**config.mk**
```make
export PLATFORM = sky130hd
export DESIGN_NAME = tempsense_ctrl
export DESIGN_NICKNAME = d
export VERILOG_FILES = /design/src/rtl/tempsense_ctrl_pkg.sv /design/src/rtl/tempsense_done_sync.sv /design/src/rtl/tempsense_ctrl.sv
export SDC_FILE = /design/constraint.sdc
export NUM_CORES = 1
export LEC_CHECK = 0
export ABC_AREA = 1
export BUFFER_PORTS_ARGS = -buffer_cell sky130_fd_sc_hd__buf_4
export CORE_UTILIZATION = 35
export CTS_CLUSTER_DIAMETER = 40
export DETAILED_ROUTE_END_ITERATION = 6
export PLACE_DENSITY_LB_ADDON = 0.12
export SLEW_MARGIN = 15
export SYNTH_ARGS = -nofsm -noshare
export SYNTH_HDL_FRONTEND = slang
export SYNTH_HIERARCHICAL = 1
export SYNTH_SLANG_ARGS = --single-unit
```
**constraint.sdc**
```tcl
create_clock -name clk_i -period 3.63 [get_ports clk_i]
set_clock_uncertainty 0.15 [all_clocks]
set_input_delay 0.1815 -clock clk_i [delete_from_list [all_inputs] [get_ports clk_i]]
set_output_delay 0.1815 -clock clk_i [all_outputs]
set_load 0.02 [all_outputs]
```
**src/rtl/tempsense_ctrl_pkg.sv**
```systemverilog
// Shared types and defaults for the temperature-sensor measurement sequencer.
package tempsense_ctrl_pkg;

  typedef enum logic [2:0] {
    StIdle    = 3'd0,
    StReset   = 3'd1,
    StSettle  = 3'd2,
    StConvert = 3'd3,
    StCapture = 3'd4,
    StWait    = 3'd5
  } state_e;

  localparam int unsigned DefRstCycles    = 4;
  localparam int unsigned DefSettleCycles = 2;

endpackage

```
**src/rtl/tempsense_done_sync.sv**
```systemverilog
// Two-flop synchroniser for the asynchronous sensor DONE plus a rising-edge detector.
module tempsense_done_sync (
  input  logic clk_i,
  input  logic rst_ni,
  input  logic done_i,
  output logic rise_o
);

  logic [1:0] sync_q;
  logic       done_q;

  // Synchronise DONE and keep one delayed copy for edge detection.
  always_ff @(posedge clk_i or negedge rst_ni) begin
    if (!rst_ni) begin
      sync_q <= 2'b00;
      done_q <= 1'b0;
    end else begin
      sync_q <= {sync_q[0], done_i};
      done_q <= sync_q[1];
    end
  end

  assign rise_o = sync_q[1] & ~done_q;

endmodule

```
**src/rtl/tempsense_ctrl.sv**
```systemverilog
// Measurement sequencer for the tempsenseInst macro: reset, settle, convert, capture, compare.
// Build option TEMPSENSE_CTRL_AVG_EN: average four back-to-back conversions per trigger.
module tempsense_ctrl
  import tempsense_ctrl_pkg::*;
#(
  parameter int unsigned RstCycles    = DefRstCycles,
  parameter int unsigned SettleCycles = DefSettleCycles,
  parameter int unsigned TimeoutW     = 20,
  parameter int unsigned PeriodW      = 24,
  parameter int unsigned DoutW        = 24
) (
  input  logic                clk_i,
  input  logic                rst_ni,
  input  logic                start_i,
  input  logic                periodic_en_i,
  input  logic [PeriodW-1:0]  period_i,
  input  logic [3:0]          conv_time_i,
  input  logic [TimeoutW-1:0] timeout_i,
  input  logic [DoutW-1:0]    thresh_hi_i,
  input  logic                abort_i,
  output logic                sens_rstn_o,
  output logic [3:0]          sens_sel_o,
  output logic                sens_en_o,
  input  logic                sens_done_i,
  input  logic [DoutW-1:0]    sens_dout_i,
  output logic                busy_o,
  output logic [DoutW-1:0]    result_o,
  output logic                result_valid_o,
  output logic                timeout_o,
  output logic                alert_o
);

  // One counter serves the reset/settle phases, the conversion timeout and the periodic wait.
  localparam int unsigned CntW = (TimeoutW > PeriodW) ? TimeoutW : PeriodW;

  state_e            state_q;
  logic [CntW-1:0]   cnt_q;
  logic              periodic_q;
  logic              done_rise;
  logic              periodic_rise;
  logic              timeout_hit;
  logic              wait_done;
  logic [TimeoutW:0] conv_next;
  logic [PeriodW:0]  wait_next;
  logic [DoutW-1:0]  sample;
  logic              last_sample;

  tempsense_done_sync u_done_sync (
    .clk_i  (clk_i),
    .rst_ni (rst_ni),
    .done_i (sens_done_i),
    .rise_o (done_rise)
  );

  assign periodic_rise = periodic_en_i & ~periodic_q;
  assign conv_next     = {1'b0, cnt_q[TimeoutW-1:0]} + {{TimeoutW{1'b0}}, 1'b1};
  assign timeout_hit   = (timeout_i != '0) && (conv_next == {1'b0, timeout_i});
  // WAIT spans period_i cycles, minimum one, so period_i of 0 restarts on the next cycle.
  assign wait_next     = {1'b0, cnt_q[PeriodW-1:0]} + {{PeriodW{1'b0}}, 1'b1};
  assign wait_done     = (wait_next >= {1'b0, period_i});
  assign busy_o        = (state_q != StIdle) && (state_q != StWait);

`ifdef TEMPSENSE_CTRL_AVG_EN
  logic [1:0]       avg_cnt_q;
  logic [DoutW+1:0] acc_q;
  logic [DoutW+1:0] acc_sum;

  assign acc_sum     = acc_q + {2'b00, sens_dout_i};
  assign sample      = acc_sum[DoutW+1:2];
  assign last_sample = (avg_cnt_q == 2'd3);

  // Burst accumulator: cleared on every new trigger, summed at each capture.
  always_ff @(posedge clk_i or negedge rst_ni) begin
    if (!rst_ni) begin
      avg_cnt_q <= 2'd0;
      acc_q     <= '0;
    end else if ((state_q == StIdle) || (state_q == StWait)) begin
      avg_cnt_q <= 2'd0;
      acc_q     <= '0;
    end else if ((state_q == StCapture) && !abort_i) begin
      avg_cnt_q <= avg_cnt_q + 2'd1;
      acc_q     <= acc_sum;
    end
  end
`else
  assign sample      = sens_dout_i;
  assign last_sample = 1'b1;
`endif

  // Sequencer FSM; sensor-facing outputs are registered alongside the state.
  always_ff @(posedge clk_i or negedge rst_ni) begin
    if (!rst_ni) begin
      state_q        <= StIdle;
      cnt_q          <= '0;
      periodic_q     <= 1'b0;
      sens_rstn_o    <= 1'b0;
      sens_sel_o     <= 4'd0;
      sens_en_o      <= 1'b0;
      result_o       <= '0;
      result_valid_o <= 1'b0;
      timeout_o      <= 1'b0;
      alert_o        <= 1'b0;
    end else begin
      periodic_q     <= periodic_en_i;
      result_valid_o <= 1'b0;
      if (abort_i) begin
        state_q     <= StIdle;
        cnt_q       <= '0;
        sens_en_o   <= 1'b0;
        sens_rstn_o <= 1'b0;
      end else begin
        unique case (state_q)
          StIdle: begin
            if (start_i || periodic_rise) begin
              state_q     <= StReset;
              cnt_q       <= '0;
              sens_sel_o  <= conv_time_i;
              timeout_o   <= 1'b0;
              sens_rstn_o <= 1'b0;
              sens_en_o   <= 1'b0;
            end
          end
          StReset: begin
            if (cnt_q == CntW'(RstCycles - 1)) begin
              state_q     <= StSettle;
              cnt_q       <= '0;
              sens_rstn_o <= 1'b1;
            end else begin
              cnt_q <= cnt_q + 1'b1;
            end
          end
          StSettle: begin
            if (cnt_q == CntW'(SettleCycles - 1)) begin
              state_q   <= StConvert;
              cnt_q     <= '0;
              sens_en_o <= 1'b1;
            end else begin
              cnt_q <= cnt_q + 1'b1;
            end
          end
          StConvert: begin
            // A DONE edge takes priority over a timeout landing in the same cycle.
            if (done_rise) begin
              state_q   <= StCapture;
              cnt_q     <= '0;
              sens_en_o <= 1'b0;
            end else if (timeout_hit) begin
              state_q     <= StIdle;
              cnt_q       <= '0;
              timeout_o   <= 1'b1;
              sens_en_o   <= 1'b0;
              sens_rstn_o <= 1'b0;
            end else begin
              cnt_q <= cnt_q + 1'b1;
            end
          end
          StCapture: begin
            cnt_q <= '0;
            if (last_sample) begin
              result_o       <= sample;
              result_valid_o <= 1'b1;
              alert_o        <= (sample > thresh_hi_i);
              if (periodic_en_i) begin
                state_q <= StWait;
              end else begin
                state_q     <= StIdle;
                sens_rstn_o <= 1'b0;
              end
            end else begin
              // Next sample of an averaging burst goes straight back to RESET.
              state_q     <= StReset;
              sens_rstn_o <= 1'b0;
            end
          end
          StWait: begin
            if (!periodic_en_i) begin
              state_q     <= StIdle;
              cnt_q       <= '0;
              sens_rstn_o <= 1'b0;
            end else if (start_i || wait_done) begin
              state_q     <= StReset;
              cnt_q       <= '0;
              sens_sel_o  <= conv_time_i;
              timeout_o   <= 1'b0;
              sens_rstn_o <= 1'b0;
            end else begin
              cnt_q <= cnt_q + 1'b1;
            end
          end
          default: begin
            state_q     <= StIdle;
            cnt_q       <= '0;
            sens_en_o   <= 1'b0;
            sens_rstn_o <= 1'b0;
          end
        endcase
      end
    end
  end

endmodule

```
After elaboration in Yosys (flattened, before gate mapping):

Index checks and enable logic that the tools add are counted.

* register bits: 64
* bits of input ports: 102
* logic and storage cells: 104

* add/subtract/negate cells: 3
* magnitude comparators: 2
* equality and inequality tests: 24
* multiplexer cells: 42
* bitwise operators: 5
* reductions and logical operators: 16

Operator list (number)
* two-way mux 24 bit: 8
* case mux 24 bit (5 select lines): 1
* two-way mux 3 bit: 9
* adder 24 x 1 -> 25 bit, second input constant: 1
* >= comparator 25 x 24 -> 1 bit: 1
* adder 24 x 1 -> 24 bit, second input constant: 1
* == test 24 x 1 -> 1 bit, second input constant: 1
* == test 24 x 2 -> 1 bit, second input constant: 1
* > comparator 24 bit: 1
* adder 20 x 1 -> 21 bit, second input constant: 1
* == test 21 x 20 -> 1 bit: 1
* != test 3 bit, second input constant: 7
* nonzero test 20 bit: 1
* case mux 3 bit (6 select lines): 1
* two-way mux 1 bit: 16
* AND reduction 7 bit: 2
* two-way mux 4 bit: 3
* != test 2 bit, second input constant: 6
* AND reduction 5 bit: 2
* != test 4 bit, second input constant: 2
* case mux 4 bit (2 select lines): 1
* == test 3 x 2 -> 1 bit, second input constant: 2
* == test 3 bit, second input constant: 2
* case mux 1 bit (6 select lines): 1
* other kinds (14): 20

Logic depth before layout (Yosys ltp):

Gate-level depths: netlist of the first run.

* depth in word-level cells: 7
* depth in mapped cells: 24
* gate-level depth less buffers: 24

By module:

The synthesis of the first run kept the hierarchy.

Modules (own cells, without submodules)
* tempsense_ctrl: instances 1, cells each 783, area an instance 5233.8 µm², sequential area each 1526.5 µm²
* tempsense_done_sync: instances 1, cells each 5, area an instance 85.1 µm², sequential area each 75.1 µm²

Least setup slack after synthesis of the first run:

Ideal clock, no wire load.

* path type: reg2reg
* start point: register cnt_q[0]
* end point: register sens_sel_o[0]
* setup time: 0.065 ns
* arrival: 2.934 ns
* setup slack: 0.482 ns
* stages on the path, launching flop included: 24
* cells stage by stage: dfrtp_1 ha_1 nand2_1 inv_1 nand2_1 nor2_1 nand2_1 nor2_1 xor2_1 inv_1 ha_1 inv_1 nor3_1 inv_1 nor3_1 nand4_1 nand2_1 nor2_1 and2_1 o21ai_1 nand4_2 clkinv_1 nand2_1 nand2_1

* longest elaborated chain between the ends: 5

Ends and longest elaborated chain
* start, declared: line tempsense_ctrl.sv:37 `logic [CntW-1:0] cnt_q;`
* start signal, assigned: line tempsense_ctrl.sv:129 `cnt_q <= cnt_q + 1'b1;`
* start signal, assigned: line tempsense_ctrl.sv:138 `cnt_q <= cnt_q + 1'b1;`
* start signal, assigned: line tempsense_ctrl.sv:154 `cnt_q <= cnt_q + 1'b1;`
* adder 24 x 1 -> 25 bit: line tempsense_ctrl.sv:59 `assign wait_next = {1'b0, cnt_q[PeriodW-1:0]} + {{PeriodW{1'b0}}, 1'b1};`
* >= comparator 25 x 24 -> 1 bit: line tempsense_ctrl.sv:60 `assign wait_done = (wait_next >= {1'b0, period_i});`
* logical OR 1 bit: line tempsense_ctrl.sv:180 `end else if (start_i || wait_done) begin`
* != test 2 bit (no source line)
* AND reduction 5 bit (no source line)
* end signal, assigned: line tempsense_ctrl.sv:117 `sens_sel_o <= conv_time_i;`
* end signal, assigned: line tempsense_ctrl.sv:183 `sens_sel_o <= conv_time_i;`
* end, declared: line tempsense_ctrl.sv:22 `output logic [3:0] sens_sel_o,`

Every way passes these cells.
A chain may end at the register's enable or synchronous reset.

Final worst setup path of the first run:

* start point: register cnt_q[0]
* end point: register sens_sel_o[1]

Same word-level chain as after synthesis.

==> results of run 1 <==
[sequential cells by signal, summed over array words and instances, names as in the netlist]
name                flops
sens_rstn_o             1
result_o               24
sens_sel_o              4
sens_en_o               1
periodic_q              1
u_done_sync/sync_q      2
cnt_q                  24
timeout_o               1
u_done_sync/done_q      1
state_q                 3
alert_o                 1
result_valid_o          1
[how the worst min path moves through the flow]
stage	from	endpoint	slack, ns	cells after the start
4_1_cts	abort_i	state_q[0]	0.01	4
3_5_place_dp	sens_done_i	u_done_sync/sync_q[0]	0.14	1
3_3_place_gp	sens_done_i	u_done_sync/sync_q[0]	0.14	1
6_report	abort_i	state_q[0]	0.02	4
5_1_grt	abort_i	state_q[0]	0.03	4
2_1_floorplan	rst_ni	alert_o	-0.26	0
[per-stage QoR]
| step | setup TNS, ns | setup WS (ns) | util |
|---|---|---|---|
| floorplan | 0 | 0.482 | - |
| global placement | 0 | 0.116 | 0.450 |
| global route | -0.00355 | -0.00355 | 0.506 |
| detailed placement | 0 | 0.0354 | 0.450 |
| finish | 0 | 0.257 | 0.506 |
| CTS | 0 | 0.0189 | 0.494 |
[worst max-delay path: stages, from the launching register on]
cell and delay [ns]:
dfrtp_1 0.39, buf_4 0.17, inv_1 0.10, nor2_4 0.26, nand2_4 0.12, nor2_2 0.18, nand2_1 0.11, nand2_2 0.11
inv_1 0.05, ha_1 0.26, nand2_1 0.09, nor2_2 0.13, nand4_1 0.09, nor2_1 0.09, nand2_1 0.06, nand3_1 0.11
nand2_1 0.08, and2_1 0.19, o21ai_2 0.21, nand4_4 0.15, inv_2 0.11, nand2_1 0.05, nand2_1 0.05
[logic make-up after synthesis]
logic type | after synthesis | synth area share
AND/OR/NAND/NOR | 447 | 0.366
buffers and inverters | 146 | 0.106
AO/OA/AOI/OAI | 72 | 0.0908
flip-flops | 64 | 0.301
adder cells (fa/ha/maj) | 50 | 0.118
XOR/XNOR | 9 | 0.0188
[placed cells by master, fill, tap and decap left out, types with 3 or more instances in the layout]
| master | instances |
|---|---|
| nand2_1 | 268 |
| buf_4 | 150 |
| inv_1 | 134 |
| nor2_1 | 60 |
| dfrtp_1 | 59 |
| ha_1 | 49 |
| nand3_1 | 44 |
| dlygate4sd3_1 | 31 |
| o21ai_2 | 20 |
| nand4_1 | 17 |
| o21ai_0 | 17 |
| a21oi_1 | 15 |
| nor2_2 | 9 |
| clkbuf_16 | 9 |
| nand2_2 | 8 |
| nor3_1 | 7 |
| nand3b_1 | 7 |
| dfrtp_2 | 5 |
| xor2_1 | 4 |
| nor2_4 | 4 |
| nor3_2 | 4 |
| a211oi_1 | 4 |
| xor2_2 | 3 |
| nor4_1 | 3 |
| o21bai_1 | 3 |
| o211ai_1 | 3 |
| inv_6 | 3 |
| buf_12 | 3 |
[layer usage]
metal,vias up,share of wire
met5,-,0
met2,147,0.48
met3,26,0.064
met4,0,0.031
li1,2864,-
met1,2432,0.43
[what timing repair did]
action | in CTS | in global routing
setup buffers | 0 | 7
endpoints found under the hold margin | 95 | 0
gates resized for setup | 0 | 34
setup endpoints to repair | 0 | 32
hold buffers | 31 | 0
[power breakdown]
group | internal (uW) | switching, uW | total (uW)
Clock | 610 | 367 | 976
Sequential | 849 | 88.3 | 937
Combinational | 483 | 636 | 1120
Total | 1940 | 1090 | 3030
[cell type report]
| cell class | count | share of cell area |
|---|---|---|
| Timing Repair Buffer | 184 | 0.201 |
| Tap cell | 184 | 0.0309 |
| Clock buffer | 9 | 0.0303 |
| Multi-Input combinational cell | 578 | 0.439 |
| Sequential cell | 64 | 0.216 |
| Clock inverter | 7 | 0.0138 |
| Inverter | 136 | 0.0686 |
==> out/metrics.yaml, run 1 <==
run_status:
  status: "finished with violations"
  violations: "DRC"
global_routing:
  grtUsageTotal: 0.212
  grt_pass1_vias: 5449
  grt_pass1_wl_um: 25900
  antenna_found_initial: 0
  grt.met2_usage: 0.366
  use_met3: 0.0522
  grt_max_degree: 65
  met1_usage: 0.245
  grt_overflow: 0
  grt.busiest_layer: "met2"
drt:
  antenna_left: 0
  drt_wl_total_um: 15900
  vias_per_cell: 4.71
  vias: 5469
  first_pass_iters: 7
  wl_per_cell_um: 13.7
  drc_errors: 6
  first_iter_violations: 219
floorplan:
  ios: 136
  start_util: 0.362
  rows: 44
  coreArea_um2: 14700
  die_width_um: 125
  design.die.area_um2: 15700
  die_h_um: 125
final_layout:
  area_growth_pct: 39.9
  multiInputGateArea_um2: 3270
  n_fill_cell: 1506
  drive_gt1_frac: 0.243
  stdcell_count: 1162
  register_area_um2: 1610
  final_area_um2: 7440
  layout.nets: 1125
  diodes: 0
setup_path:
  worstPathArrival_ns: 3.51
  cp-start-kind: "register"
  reg2reg_from: "cnt_q[0]"
  cp_max_fo: 6
  endpoint: "sens_sel_o[1]"
  reg2regPathDepth: 22
  crit_start: "cnt_q[0]"
  cp.required_ns: 3.77
  rr_endpoint: "sens_sel_o[1]"
  criticalPathCategory: "reg -> reg"
  critical_path.endpoint_type: "register"
  r2r_slack_ns: 0.26
yosys:
  synth_top_cell_by_area: "dfrtp_1"
  async_reset_ff_frac: 1.00
  syn_area_per_cell_um2: 6.75
  yosys_most_used_dff: "dfrtp_1"
  synth.top_cell.area_share: 0.301
  netlist_instances: 788
  yosysSeqAreaShare: 0.301
  synth_edf_count: 0
  synth_area_um2: 5320
  synth_top_cells_by_area: "dfrtp_1 30%, nand2_1 19%, ha_1 12%"
  synth_most_common_cell: "nand2_1"
  ys_ff_latch: 64
  synthTopCellsByCount: "273 x nand2_1, 134 x inv_1, 66 x nor2_1"
  syn_nets: 940
  synth.distinct_cells: 47
  yosys_warnings: 6
clocking:
  cts.sinks: 64
  path_clk_slew_ns: 0.06
  cts-root-buf: "clkbuf_16"
  clock_latency_ns: 0.35
  clk_path_buf_depth: 2
  cts_tree: "yes"
  cts_buffers: 9
  h-tree-depth: 3
sta:
  drv_slew: 0
  hold_viol: 0
  setup_viol: 0
  min_period_ns: 3.37
  whs_ns: 0.0183
  slew_headroom: 0.428
  post-route-period-util: 0.929
  tightest_slew_ns: 0.858
  fmax_mhz: 296
power:
  power_uw: 3030
  power_density_nw_per_um2: 407
  leakagePower_uw: 0.00413
  ir_drop_mv: 0.262
place:
  dp_hpwl_um: 12500
  io_buffer_count: 135
  dp_cells: 1108
  placed_cell_area_um2: 6620
  gp_congestion: 0.958
run:
  cap_violations: 0
worst_hold_path:
  hold_path.class: "in -> reg"
Note: power is estimated with default switching activity, not from simulation.
==> inputs of run 2 (changes only) <==
- CORE_MARGIN: default -> 10
- GPL_TIMING_DRIVEN: default -> 0
- PLACE_DENSITY_LB_ADDON: 0.12 -> default
==> out/metrics.yaml, run 2 (synthesis gave the netlist of run 1 again) <==
sta:
  fmax_mhz: 295  # -0.55%
  setup_tns_ns: 0  # unchanged
  setup_viol: 0  # unchanged
  tightest_slew_ns: 0.868  # +0.0105 ns
  post-route-period-util: 0.934  # +0.00515
  whs_ns: 0.00473  # -0.0135 ns
  hold_viol: 0  # unchanged
  slew_headroom: 0.421  # -0.00698
  rsz0062_at_grt: "no"
  min_period_ns: 3.39  # +0.0187 ns
  drv_slew: 0  # unchanged
final_layout:
  diodes: 0  # unchanged
  drive_gt1_frac: 0.243  # -0.000249
  final_common_cell: "nand2_1"
  top_regs: "cnt_q: 24 flops, result_o: 24 flops, sens_sel_o: 4 flops"
  layout_common_cells: "267 x nand2_1, 145 x buf_4, 133 x inv_1"
  area_growth_pct: 40.0  # about the same
  layout.nets: 1126  # +0.089%
  n_fill_cell: 1464  # -2.8%
worst_hold_path:
  hold_path.class: "in -> reg"
drt:
  wl_met2_um: 7810  # +2.8%
  wl_per_cell_um: 14.6  # +6.6%
  drt-met1-wl_um: 7320  # +8.0%
  met3_length_um: 1530  # +51%
  first_pass_iters: 5  # -2
  antenna_left: 0  # unchanged
  drt_wl_total_um: 16900  # +6.7%
  drc_errors: 0  # -6
  top_layer_used: "met4"
  vias_per_cell: 4.66  # -1.0%
  first_iter_violations: 230  # +5.0%
  vias: 5419  # -0.91%
setup_path:
  cp.required_ns: 3.75  # -0.02 ns
  critical_path.endpoint_type: "register"
  worstPathArrival_ns: 3.52  # about the same
  cp-start-kind: "register"
  cp_max_fo: 6  # unchanged
  r2r_slack_ns: 0.24  # -0.02 ns
  criticalPathCategory: "reg -> reg"
clocking:
  cts_tree: "yes"
  cts_buffers: 9  # unchanged
  clk_path_buf_depth: 2  # unchanged
  cts.sinks: 64  # unchanged
  clock_latency_ns: 0.34  # about the same
  cts-root-buf: "clkbuf_16"
  path_clk_slew_ns: 0.06  # about the same
  h-tree-depth: 3  # unchanged
global_routing:
  antenna_found_initial: 0  # unchanged
  grt_max_degree: 65  # unchanged
  grtUsageTotal: 0.168  # -0.0443
  grt_pass1_wl_um: 27500  # +6.1%
  grt_overflow: 0  # unchanged
  grt_pass1_vias: 5610  # +3.0%
run:
  cap_violations: 0  # unchanged
floorplan:
  rows: 44  # unchanged
  coreArea_um2: 14700  # unchanged
  design.die.area_um2: 20500  # +31%
  ios: 136  # unchanged
  start_util: 0.362  # unchanged
  die_h_um: 143  # +14%
  die_width_um: 143  # +14%
power:
  ir_drop_mv: 0.245  # -6.5%
  power_density_nw_per_um2: 407  # about the same
  leakagePower_uw: 0.00413  # about the same
place:
  io_buffer_count: 135  # unchanged
  gp_congestion: 0.945  # -1.3%
  dp_hpwl_um: 13600  # +8.3%
run_status:
  status: "complete, no violations"
## run 2: cell types whose count changed in the layout (fill, tap and decap cells not counted), moves of 3 or more
cell	change
clkbuf_1	+7
buf_12	-3
buf_4	-5
nor2_4	+5
nor2_1	-3
## run 2: worst max-delay path, stage by stage (launching register included)
cell and delay (ns):
dfrtp_1 0.43, buf_4 0.15, nand2_1 0.07, nor2_4 0.20, nand2_2 0.15, nor2_4 0.15
nand3_1 0.12, xor2_2 0.19, inv_1 0.06, ha_1 0.35, nand4_1 0.20, nor3_2 0.15
nand4_1 0.12, nand2_1 0.08, nor2_1 0.05, and2_1 0.16, o21ai_2 0.21, nand4_4 0.14
inv_2 0.11, nand2_1 0.05, nand2_1 0.05
## run 2: layer usage
| metal | track usage | vias to the layer above |
|---|---|---|
| li1 | - | 2871 |
| met2 | 0.280 | 157 |
| met4 | 0.0484 | 0 |
| met5 | 0 | - |
| met3 | 0.0667 | 17 |
| met1 | 0.196 | 2374 |
## run 2: repair_timing
item                       CTS  global route
hold endpoints to repair    94             0
setup endpoints to repair   33            32
setup buffers                1             9
resized for setup           12            33
pin swaps                    2             7
hold buffers                30             0
## run 2: metrics by stage
| stage | std cells | total power, uW | utilization | worst slack [ns] | cell area [um2] |
|---|---|---|---|---|---|
| final | 1163 | 3030 | 0.507 | 0.238 | 7450 |
| after global routing | 1163 | 3240 | 0.507 | 0.0239 | 7450 |
| after CTS | 1154 | 3050 | 0.493 | 0.0121 | 7250 |
| after detailed placement | 1107 | 2030 | 0.446 | -0.516 | 6560 |
| after global placement | 1107 | 2030 | 0.446 | -0.506 | 6560 |
| after floorplan | 788 | 1570 | - | 0.482 | 5320 |
## run 2: area by class of cell
class / instances / area, um2 / area share
Buffer: 10 / 53.8 / 0.00722
Clock buffer: 10 / 239 / 0.0321
Clock inverter: 6 / 91.3 / 0.0123
Inverter: 136 / 510 / 0.0685
Multi-Input combinational cell: 578 / 3330 / 0.447
Sequential cell: 64 / 1610 / 0.216
Tap cell: 184 / 230 / 0.0309
Timing Repair Buffer: 175 / 1390 / 0.186
## run 2: final timing paths
| path | startpoint | end | cells past startpoint |
|---|---|---|---|
| hold reg to reg | u_done_sync/sync_q[0] | u_done_sync/sync_q[1] | 0 |
| min in group asynchronous | rst_ni | result_o[14] | 2 |
| setup / recovery | cnt_q[1] | sens_sel_o[3] | 20 |
| hold / removal | sens_dout_i[0] | result_o[0] | 3 |
| max in group asynchronous | rst_ni | cnt_q[6] | 2 |
| setup reg to reg | cnt_q[1] | sens_sel_o[3] | 20 |
## run 2: where the power goes
group	leakage, uW	internal (uW)	switching [uW]
Combinational	0.00311	471	644
Clock	0.000163	624	351
Sequential	0.000863	850	92.8
==> inputs of run 3 (changes only) <==
- CAP_MARGIN: default -> 20
- CELL_PAD_IN_SITES_DETAIL_PLACEMENT: default -> 1
- CELL_PAD_IN_SITES_GLOBAL_PLACEMENT: default -> 1
- PLACE_DENSITY_LB_ADDON: default -> 0.1
==> out/metrics.yaml, run 3 (synthesis gave the netlist of run 1 again) <==
global_routing:
  grt_overflow: 0  # unchanged
  grt_pass1_wl_um: 32700  # +19%
  use_met3: 0.0594  # -0.00730
  grt.met2_usage: 0.363  # +0.0833
  grtUsageTotal: 0.198  # +0.0305
  grt_max_degree: 65  # unchanged
  grt_pass1_vias: 6540  # +17%
  met1_usage: 0.211  # +0.0149
  grt.busiest_layer: "met2"
  antenna_found_initial: 0  # unchanged
place:
  io_buffer_count: 135  # unchanged
  gp_congestion: 0.887  # -6.1%
  dp_hpwl_um: 16000  # +18%
  dp_slack_ns: -0.696  # -0.181 ns
  placed_cell_area_um2: 6560  # unchanged
run:
  cap_violations: 0  # unchanged
setup_path:
  worstPathArrival_ns: 3.51  # about the same
  cp_max_fo: 4  # -2
  r2r_slack_ns: 0.21  # -0.03 ns
  critical_path.endpoint_type: "register"
  crit_start: "cnt_q[1]"
  cp-start-kind: "register"
  rr_endpoint: "state_q[0]"
  endpoint: "state_q[0]"
  reg2regPathDepth: 21  # +5.0%
  criticalPathCategory: "reg -> reg"
  reg2reg_from: "cnt_q[1]"
  cp.required_ns: 3.72  # -0.03 ns
clocking:
  clock_latency_ns: 0.35  # about the same
  cts_tree: "yes"
  clk_path_buf_depth: 2  # unchanged
  h-tree-depth: 3  # unchanged
  cts_buffers: 9  # unchanged
  path_clk_slew_ns: 0.07  # about the same
  cts.sinks: 64  # unchanged
  cts-root-buf: "clkbuf_16"
sta:
  slew_headroom: 0.401  # -0.0202
  drv_slew: 0  # unchanged
  fmax_mhz: 292  # -0.80%
  hold_viol: 0  # unchanged
  whs_ns: 0.00366  # -0.00107 ns
  setup_viol: 0  # unchanged
  tightest_slew_ns: 0.898  # +0.0302 ns
  finalWorstSetupSlack_ns: 0.211  # -0.0272 ns
  post-route-period-util: 0.942  # +0.00750
  setup_tns_ns: 0  # unchanged
  min_period_ns: 3.42  # +0.0272 ns
final_layout:
  layout_common_cells: "258 x nand2_1, 148 x buf_4, 132 x inv_1"
  top_regs: "cnt_q: 24 flops, result_o: 24 flops, sens_sel_o: 4 flops"
  layout.nets: 1129  # +0.27%
  final_area_um2: 7610  # +2.2%
  final_common_cell: "nand2_1"
  diodes: 0  # unchanged
  area_growth_pct: 43.0
  drive_gt1_frac: 0.270  # +0.0268
floorplan:
  ios: 136  # unchanged
  die_h_um: 143  # unchanged
  start_util: 0.362  # unchanged
  design.die.area_um2: 20500  # unchanged
  coreArea_um2: 14700  # unchanged
  rows: 44  # unchanged
  die_width_um: 143  # unchanged
run_status:
  status: "complete, no violations"
worst_hold_path:
  hold_path.class: "in -> reg"
power:
  power_density_nw_per_um2: 410  # +0.66%
  ir_drop_mv: 0.247  # +0.77%
  leakagePower_uw: 0.00417  # +1.0%
  power_uw: 3120  # +2.8%
drt:
  first_iter_violations: 248  # +7.8%
  drt_wl_total_um: 20000  # +18%
  antenna_left: 0  # unchanged
  first_pass_iters: 4  # -1
  vias: 5850  # +8.0%
  vias_per_cell: 5.02  # +7.7%
  drc_errors: 0  # unchanged
  wl_per_cell_um: 17.1  # +17%
==> run 3: cell count changes in the layout (fill, tap and decap cells not counted), moves of 4 or more <==
cell | previous run | this run
ha_4 | 1 | 5
ha_1 | 49 | 45
dfrtp_1 | 60 | 54
nand2_1 | 267 | 258
dfrtp_2 | 4 | 10
nand2_2 | 9 | 16
==> run 3: layout make-up <==
| type | instances | area (um2) |
|---|---|---|
| clock inverters | 7 | 103 |
| well taps | 184 | 230 |
| repair buffers | 178 | 1410 |
| inverters | 136 | 513 |
| plain buffers | 10 | 61.3 |
| flip-flops and latches | 64 | 1610 |
| fillers | 1848 | 7090 |
| multi-input cells | 578 | 3450 |
| clock buffers | 9 | 225 |
==> run 3: repair_timing <==
| item | in CTS | in global routing |
|---|---|---|
| setup endpoints to repair | 33 | 33 |
| hold endpoints to repair | 93 | 0 |
| gates resized for setup | 20 | 60 |
| setup buffers | 8 | 5 |
| hold buffers | 30 | 0 |
| pin swaps | 6 | 15 |
==> run 3: routing by layer <==
layer  routed length, um  vias to the layer above  share of wire
met2               10300                      125           0.52
li1                    -                     2862              -
met3                1300                       33          0.065
met1                7800                     2830           0.39
met4                 533                        0          0.027
met5                   0                        -              0
==> run 3: how the worst min path moves through the flow <==
stage,slack (ns),from,end,depth (start not counted)
6_report,0.004,sens_dout_i[0],result_o[0],3
5_1_grt,0.04,sens_dout_i[0],result_o[0],3
4_1_cts,0.004,sens_dout_i[0],result_o[0],3
3_5_place_dp,0.14,sens_done_i,u_done_sync/sync_q[0],1
3_3_place_gp,0.14,sens_done_i,u_done_sync/sync_q[0],1
2_1_floorplan,-0.26,rst_ni,alert_o,0
==> run 3: worst max-delay path: stages, from the launching register on <==
cell and delay, ns:
dfrtp_1 0.40, buf_4 0.15, nand2_1 0.08, nor2_4 0.20, nand3_4 0.12, nor3_4 0.20, nand3_2 0.13, xor2_2 0.20
inv_1 0.09, ha_4 0.28, nand2_4 0.07, nor3_4 0.24, nand4_1 0.17, nand2_1 0.09, nor2_1 0.05, and2_1 0.16
nand3_1 0.14, nand2_1 0.09, inv_1 0.09, nand3_1 0.08, nand2_1 0.07, nand2_1 0.06
==> run 3: stage by stage <==
stage / util / std cells
after floorplan: - / 788
after global placement: 0.446 / 1107
after detailed placement: 0.446 / 1107
after CTS: 0.499 / 1161
after global routing: 0.518 / 1166
final: 0.518 / 1166
==> run 3: power breakdown <==
group          internal (uW)  switching [uW]  leakage [uW]
Combinational            493             692       0.00317
Sequential               849            94.8      0.000853
Clock                    609             380      0.000157
